## config.mk

```make
export PLATFORM = sky130hd
export DESIGN_NAME = div_hilo_ctrl
export DESIGN_NICKNAME = d
export VERILOG_FILES = /design/src/rtl/div_hilo_ctrl_pkg.sv /design/src/rtl/div_hilo_ctrl_chk.sv /design/src/rtl/div_hilo_ctrl_hilo_regs.sv /design/src/rtl/div_hilo_ctrl.sv
export SDC_FILE = /design/constraint.sdc
export NUM_CORES = 1
export LEC_CHECK = 0
export BUFFER_PORTS_ARGS = -buffer_cell sky130_fd_sc_hd__buf_2
export CAP_MARGIN = 15
export CORE_ASPECT_RATIO = 1.4
export CORE_MARGIN = 4
export CORE_UTILIZATION = 50
export CTS_CLUSTER_SIZE = 8
export DETAILED_ROUTE_END_ITERATION = 8
export PLACE_DENSITY = 0.85
export SYNTH_ARGS = -nofsm -noshare
export SYNTH_HDL_FRONTEND = slang
export SYNTH_SLANG_ARGS = --single-unit
```

## constraint.sdc

```tcl
create_clock -name div_clk -period 1.9 [get_ports div_clk]
set_input_delay 0.19 -clock div_clk [delete_from_list [all_inputs] [get_ports div_clk]]
set_output_delay 0.19 -clock div_clk [all_outputs]
set_load 0.02 [all_outputs]
```

## src/rtl/div_hilo_ctrl_pkg.sv

```systemverilog
// Shared definitions for the divider HI/LO controller: operand width,
// default divider latency and the controller state encoding.
package div_hilo_ctrl_pkg;

  localparam int DATA_W          = 32;
  localparam int DIV_LAT_DEFAULT = 32;

  typedef enum logic [2:0] {
    ST_IDLE  = 3'd0,
    ST_ISSUE = 3'd1,
    ST_BUSY  = 3'd2,
    ST_DONE  = 3'd3,
    ST_DRAIN = 3'd4
  } div_state_e;

endpackage

```

## src/rtl/div_hilo_ctrl_chk.sv

```systemverilog
// Protocol checker for the divider handshake: a start pulse is never given
// while the divider is occupied, and a completion only arrives exactly
// DIV_LAT cycles after the start edge.
module div_hilo_ctrl_chk #(
  parameter int DIV_LAT = 32
) (
  input logic div_clk,
  input logic resetn,
  input logic div_req,
  input logic div_complete
);

  logic        busy_r;
  logic [31:0] cnt_r;

  // track divider occupancy and check start/complete timing
  always_ff @(posedge div_clk) begin
    if (!resetn) begin
      busy_r <= 1'b0;
      cnt_r  <= 32'd0;
    end else begin
      if (div_req) begin
        assert (!busy_r);
      end
      if (div_complete) begin
        assert (busy_r && (cnt_r == 32'(DIV_LAT)));
      end
      if (div_req) begin
        busy_r <= 1'b1;
        cnt_r  <= 32'd1;
      end else if (div_complete) begin
        busy_r <= 1'b0;
        cnt_r  <= 32'd0;
      end else if (busy_r) begin
        cnt_r  <= cnt_r + 32'd1;
      end else begin
        cnt_r  <= cnt_r;
      end
    end
  end

endmodule

```

## src/rtl/div_hilo_ctrl_hilo_regs.sv

```systemverilog
// HI/LO architectural registers. Two write sources: MTHI/MTLO from the
// pipeline and the divide commit. A commit on the same edge as an MT write
// to the same register takes priority, because the divide is the younger
// result from the register's point of view.
module div_hilo_ctrl_hilo_regs
  import div_hilo_ctrl_pkg::*;
(
  input  logic              div_clk,
  input  logic              resetn,
  input  logic              mthi_we,
  input  logic              mtlo_we,
  input  logic [DATA_W-1:0] mt_data,
  input  logic              commit_we,
  input  logic [DATA_W-1:0] commit_hi,
  input  logic [DATA_W-1:0] commit_lo,
  output logic [DATA_W-1:0] hi,
  output logic [DATA_W-1:0] lo
);

  logic [DATA_W-1:0] hi_r;
  logic [DATA_W-1:0] lo_r;

  // HI register: commit beats MTHI, otherwise hold
  always_ff @(posedge div_clk) begin
    if (!resetn) begin
      hi_r <= {DATA_W{1'b0}};
    end else if (commit_we) begin
      hi_r <= commit_hi;
    end else if (mthi_we) begin
      hi_r <= mt_data;
    end else begin
      hi_r <= hi_r;
    end
  end

  // LO register: commit beats MTLO, otherwise hold
  always_ff @(posedge div_clk) begin
    if (!resetn) begin
      lo_r <= {DATA_W{1'b0}};
    end else if (commit_we) begin
      lo_r <= commit_lo;
    end else if (mtlo_we) begin
      lo_r <= mt_data;
    end else begin
      lo_r <= lo_r;
    end
  end

  assign hi = hi_r;
  assign lo = lo_r;

endmodule

```

## src/rtl/div_hilo_ctrl.sv

```systemverilog
// EX-stage controller for the iterative divider. Latches DIV/DIVU operands,
// pulses the divider start, stalls EX until the result is back, then commits
// remainder to HI and quotient to LO. The divider cannot be cancelled, so a
// flush while it runs parks the controller in DRAIN until the stale result
// has been discarded.
module div_hilo_ctrl
  import div_hilo_ctrl_pkg::*;
#(
  parameter int DIV_LAT = DIV_LAT_DEFAULT
) (
  input  logic              div_clk,
  input  logic              resetn,
  input  logic              es_div_valid,
  input  logic              es_div_signed,
  input  logic [DATA_W-1:0] es_x,
  input  logic [DATA_W-1:0] es_y,
  input  logic              es_flush,
  output logic              es_div_stall,
  output logic              div_req,
  output logic              div_signed,
  output logic [DATA_W-1:0] div_x,
  output logic [DATA_W-1:0] div_y,
  input  logic [DATA_W-1:0] div_s,
  input  logic [DATA_W-1:0] div_r,
  input  logic              div_complete,
  input  logic              mthi_we,
  input  logic              mtlo_we,
  input  logic [DATA_W-1:0] mt_data,
  output logic [DATA_W-1:0] hi,
  output logic [DATA_W-1:0] lo
);

  div_state_e        state_r;
  div_state_e        state_nxt_s;
  logic [DATA_W-1:0] op_x_r;
  logic [DATA_W-1:0] op_y_r;
  logic              op_signed_r;
  logic [DATA_W-1:0] res_hi_r;
  logic [DATA_W-1:0] res_lo_r;
  logic              latch_op_s;
  logic              capture_s;
  logic              commit_s;
  logic              div_req_s;

  // next-state and per-state control strobes
  always_comb begin
    state_nxt_s = state_r;
    latch_op_s  = 1'b0;
    capture_s   = 1'b0;
    commit_s    = 1'b0;
    div_req_s   = 1'b0;
    case (state_r)
      ST_IDLE: begin
        if (es_div_valid && !es_flush) begin
          latch_op_s  = 1'b1;
          state_nxt_s = ST_ISSUE;
        end else begin
          state_nxt_s = ST_IDLE;
        end
      end
      ST_ISSUE: begin
        if (es_flush) begin
          // divider never started, nothing to drain
          state_nxt_s = ST_IDLE;
        end else begin
          div_req_s   = 1'b1;
          state_nxt_s = ST_BUSY;
        end
      end
      ST_BUSY: begin
        if (div_complete && es_flush) begin
          state_nxt_s = ST_IDLE;
        end else if (div_complete) begin
          capture_s   = 1'b1;
          state_nxt_s = ST_DONE;
        end else if (es_flush) begin
          state_nxt_s = ST_DRAIN;
        end else begin
          state_nxt_s = ST_BUSY;
        end
      end
      ST_DONE: begin
        if (!es_flush) begin
          commit_s = 1'b1;
        end else begin
          commit_s = 1'b0;
        end
        state_nxt_s = ST_IDLE;
      end
      ST_DRAIN: begin
        if (div_complete) begin
          state_nxt_s = ST_IDLE;
        end else begin
          state_nxt_s = ST_DRAIN;
        end
      end
      default: begin
        state_nxt_s = ST_IDLE;
      end
    endcase
  end

  // state register
  always_ff @(posedge div_clk) begin
    if (!resetn) begin
      state_r <= ST_IDLE;
    end else begin
      state_r <= state_nxt_s;
    end
  end

  // operand registers: loaded only in IDLE so the divider sees stable
  // x/y/signed for its whole run (it sign-corrects from the live inputs)
  always_ff @(posedge div_clk) begin
    if (!resetn) begin
      op_x_r      <= {DATA_W{1'b0}};
      op_y_r      <= {DATA_W{1'b0}};
      op_signed_r <= 1'b0;
    end else if (latch_op_s) begin
      op_x_r      <= es_x;
      op_y_r      <= es_y;
      op_signed_r <= es_div_signed;
    end else begin
      op_x_r      <= op_x_r;
      op_y_r      <= op_y_r;
      op_signed_r <= op_signed_r;
    end
  end

  // result holding registers, filled on the completion cycle
  always_ff @(posedge div_clk) begin
    if (!resetn) begin
      res_hi_r <= {DATA_W{1'b0}};
      res_lo_r <= {DATA_W{1'b0}};
    end else if (capture_s) begin
      res_hi_r <= div_r;
      res_lo_r <= div_s;
    end else begin
      res_hi_r <= res_hi_r;
      res_lo_r <= res_lo_r;
    end
  end

  assign div_req      = div_req_s;
  assign div_x        = op_x_r;
  assign div_y        = op_y_r;
  assign div_signed   = op_signed_r;
  assign es_div_stall = es_div_valid && (state_r != ST_DONE);

  div_hilo_ctrl_hilo_regs u_hilo (
    .div_clk   (div_clk),
    .resetn    (resetn),
    .mthi_we   (mthi_we),
    .mtlo_we   (mtlo_we),
    .mt_data   (mt_data),
    .commit_we (commit_s),
    .commit_hi (res_hi_r),
    .commit_lo (res_lo_r),
    .hi        (hi),
    .lo        (lo)
  );

  div_hilo_ctrl_chk #(
    .DIV_LAT (DIV_LAT)
  ) u_chk (
    .div_clk      (div_clk),
    .resetn       (resetn),
    .div_req      (div_req),
    .div_complete (div_complete)
  );

endmodule

```

## Yosys cells after proc, flatten, opt, wreduce, memory -nomap -nowiden

Cells that the tools add are included.

| storage, ports and cells | value |
|---|---|
| flip-flop bits (word level) | 196 |
| output and inout port bits | 131 |
| input port bits | 168 |
| logic and storage cells | 39 |

| cells by class | value |
|---|---|
| reductions and logical operators | 7 |
| equal/unequal tests | 5 |
| multiplexer cells | 19 |

Operators with widths:

| cell | number |
|---|---|
| 32-bit two-way mux | 4 |
| 3-bit two-way mux | 4 |
| 3-bit case mux with 4 select lines | 1 |
| 1-bit two-way mux | 9 |
| 3-bit by 2-bit equality test with 1-bit output (second input constant) | 2 |
| 2-bit nonzero test | 2 |
| 3-bit by 1-bit equality test with 1-bit output (second input constant) | 1 |
| 3-bit equality test (second input constant) | 1 |
| 1-bit logical AND | 3 |
| 3-bit logical NOT | 1 |
| 3-bit by 2-bit inequality test with 1-bit output (second input constant) | 1 |
| 2-bit two-way mux | 1 |
| 1-bit logical NOT | 1 |

## Logic depth before layout (Yosys ltp)

| depth | value |
|---|---|
| depth in word-level cells | 4 |
| depth in mapped cells | 6 |

## Cells and area by module

From an unflattened synthesis, not the netlist that was laid out.

| second synthesis, totals | value |
|---|---|
| cell total of the unflattened synthesis | 867 |
| area total of the unflattened synthesis | 8872.3 µm² |

By module, submodules not included:

| module | instances | area an instance (µm²) | cells each |
|---|---|---|---|
| div_hilo_ctrl | 1 | 5342.6 | 582 |
| div_hilo_ctrl_hilo_regs | 1 | 3529.6 | 285 |

## Least setup slack after synthesis

OpenSTA, ideal clock, no wires.

| path | value |
|---|---|
| kind | register to output |
| start | register state_r[2] |
| end | output div_req |
| cell stages (with the launch flop) | 3 |
| path buffers | 1 |
| path slack | 0.494 ns |
| arrival | 1.216 ns |
| path through | dfxtp_1 buf_2 nor4b_1 |

| on the way | value |
|---|---|
| word-level cells in the longest chain between the ends | 2 |

RTL lines:

| what | RTL line | RTL |
|---|---|---|
| from (decl) | div_hilo_ctrl.sv:33 | `div_state_e state_r;` |
| from (signal assigned) | div_hilo_ctrl.sv:108 | `state_r <= state_nxt_s;` |
| 3-bit by 1-bit equality test with 1-bit output | div_hilo_ctrl.sv:52 | `case (state_r)` |
| 1-bit two-way mux | div_hilo_ctrl.sv:52 |  |
| to (decl) | div_hilo_ctrl.sv:19 | `output logic div_req,` |

No other way between the ends.

## Worst setup path in the final report

| path | value |
|---|---|
| start | register state_r[0] |
| end | output div_req |

Same word-level chain as after synthesis.

==> flow_summary.ini <==
[logic_synthesis]
netlist_area_sq_um = 8250
ys_types = 19
syn_avg_cell_area_sq_um = 9.53
ys_ff_latch = 196
ys.warnings.count = 0
synth.net_count = 1034
syn_inst = 866
ys_seq_area_share_pct = 47.6

[sta]
finalHoldViolations = 0
rsz0062_at_grt = no
post-route-min-period_ns = 1.72
max_freq_ghz = 0.582
tightest_slew_ns = 0.502
max_slew_margin_pct = 66.5
report.final.setup_viol = 0
fin_skew_ns = 0.0122
drv_slew = 0
tns_ns = 0
fin_crit_sh_pct = 90.4

[floorplan]
core_sq_um = 16200
start_util_pct = 51.0
ios = 299
rows = 55
die_area_sq_um = 18700
die_h_um = 160
die_x_um = 117

[finish]
final_cells = 1379
drive_above_1_share_pct = 29.7
layout_commonest_cell = nand2_1
syn_to_final_growth_pct = 32.4
fillCellCount = 1164
multi_input_area_sq_um = 3950
layout_common_cells = nand2_1, buf_2, dfxtp_1, mux2i_1, o211a_1
final-seq-area_sq_um = 3920
fin_nets = 1334

[cts]
cts_inserted_buffers = 17
cts_hold_buf = 41
cts.path.max_buffers = 2
insertion_delay_ns = 0.43
htreeDepth = 4
cts-resized-gates = 0
root_buffer = clkbuf_16
cts_tree = done
clock_sinks = 196
post_cts_buffers = 0
clkTransAtPathRegs_ns = 0.07

[drt]
ant_nets = 0
vias = 7101
drt_iter0_drc = 378
wl_per_cell_um = 16.1
wirelength_um = 22200
viasPerCell = 5.15
drtPass1Iterations = 4
drc = 0

[placement]
hpwl_um = 14900
dpl.cell_count = 1305
place_congestion = 0.830
port-buffer-count = 298

[global_routing]
antenna_found_initial = 2
grt_max_degree = 77
grt_pass1_vias = 7237
grt_pass1_wl_um = 35500
grt_overflow = 0
track_usage_pct = 23.8

[hold_path]
holdCritPathClass = in -> reg

[power_and_ir_drop]
worst_ir_drop_vdd_mv = 0.717
p_leak_uw = 0.00563
powerDensity_nw_per_um2 = 853

[run_status]
status = finished clean

[critical_path]
required_ns = 1.71
crit_fanout = 9
endpoint_kind = primary output
start_kind = flip-flop
arrival_ns = 1.53
worst-setup-path-type = reg -> out

[run]
cap_violations = 0
[synthesized netlist by cell type, drive strengths merged]
library cell  count  area, sq um
nand2           324         1220
dfxtp           196         3920
mux2i           194         1940
o211a            64          641
buf              40          270
clkbuf           35          131
nor4b             3         26.3
nor4              2         33.8
a21oi             1         5.00
nand2b            1         13.8
nand4bb           1         11.3
nor2              1         3.75
nor2b             1         6.26
o21a              1         7.51
o221a             1         11.3
xnor2             1         8.76
[layer usage]
layer  global-route usage, %  wire length [um]  up-vias
li1                        -                 -     3498
met1                    26.4              8250     3282
met2                    40.8             11300      260
met3                    7.43              1780       59
met4                    11.3               906        2
met5                       0                13        -
[worst max-delay path, stage by stage (launching register included)]
cell and delay, ns:
dfxtp_1 0.56, nor4b_1 0.31, buf_2 0.24
[flip-flops by register name, summed over array words and instances (netlist names)]
name / count
div_signed: 1
div_x: 32
div_y: 32
res_hi_r: 32
res_lo_r: 32
state_r: 3
u_hilo.hi: 32
u_hilo.lo: 32
[worst paths after layout]
| kind | startpoint | end | slack (ns) | depth (start not counted) |
|---|---|---|---|---|
| min reg2reg | div_x[31] | div_x[31] | 0.46 | 2 |
| min | div_s[10] | res_lo_r[10] | 0.01 | 3 |
| max | state_r[0] | div_req | 0.18 | 2 |
| max reg2reg | state_r[0] | div_x[8] | 0.25 | 4 |
[stage by stage]
stage	utilization [%]	power (uW)	hold WS, ns	cell area, sq um	setup slack (ns)
2_1_floorplan	-	5170	0.266	8250	0.494
6_report	67.6	9320	0.0138	10900	0.183
5_1_grt	67.6	9720	0.00216	10900	0.0942
4_1_cts	67.6	9370	0.000346	10900	0.138
3_3_place_gp	61.2	5620	0.387	9900	0.346
3_5_place_dp	61.2	5650	0.399	9900	0.252
[power breakdown]
part	switching, uW	leakage (uW)	internal, uW	total (uW)
logic	697	0.00374	574	1270
registers	90.4	0.00160	4270	4360
clock network	1660	0.000289	2030	3690
[final cells by class]
type                    count  share of cell area [%]
clock inverters            13                    1.53
well taps                 199                    2.28
clock buffers              19                    4.05
repair buffers            356                    20.0
multi-input cells         595                    36.2
diodes                      1                  0.0229
flip-flops and latches    196                    35.9
[kinds of logic after synthesis]
group	share of synthesized area [%]
DFF	47.6
muxes	23.5
xor gates and xnor gates	0.106
AOI/OAI and AO/OA	8.05
and+or+nand+nor	15.9
buffers and inverters	4.87
(Power assumes the default switching activity.)
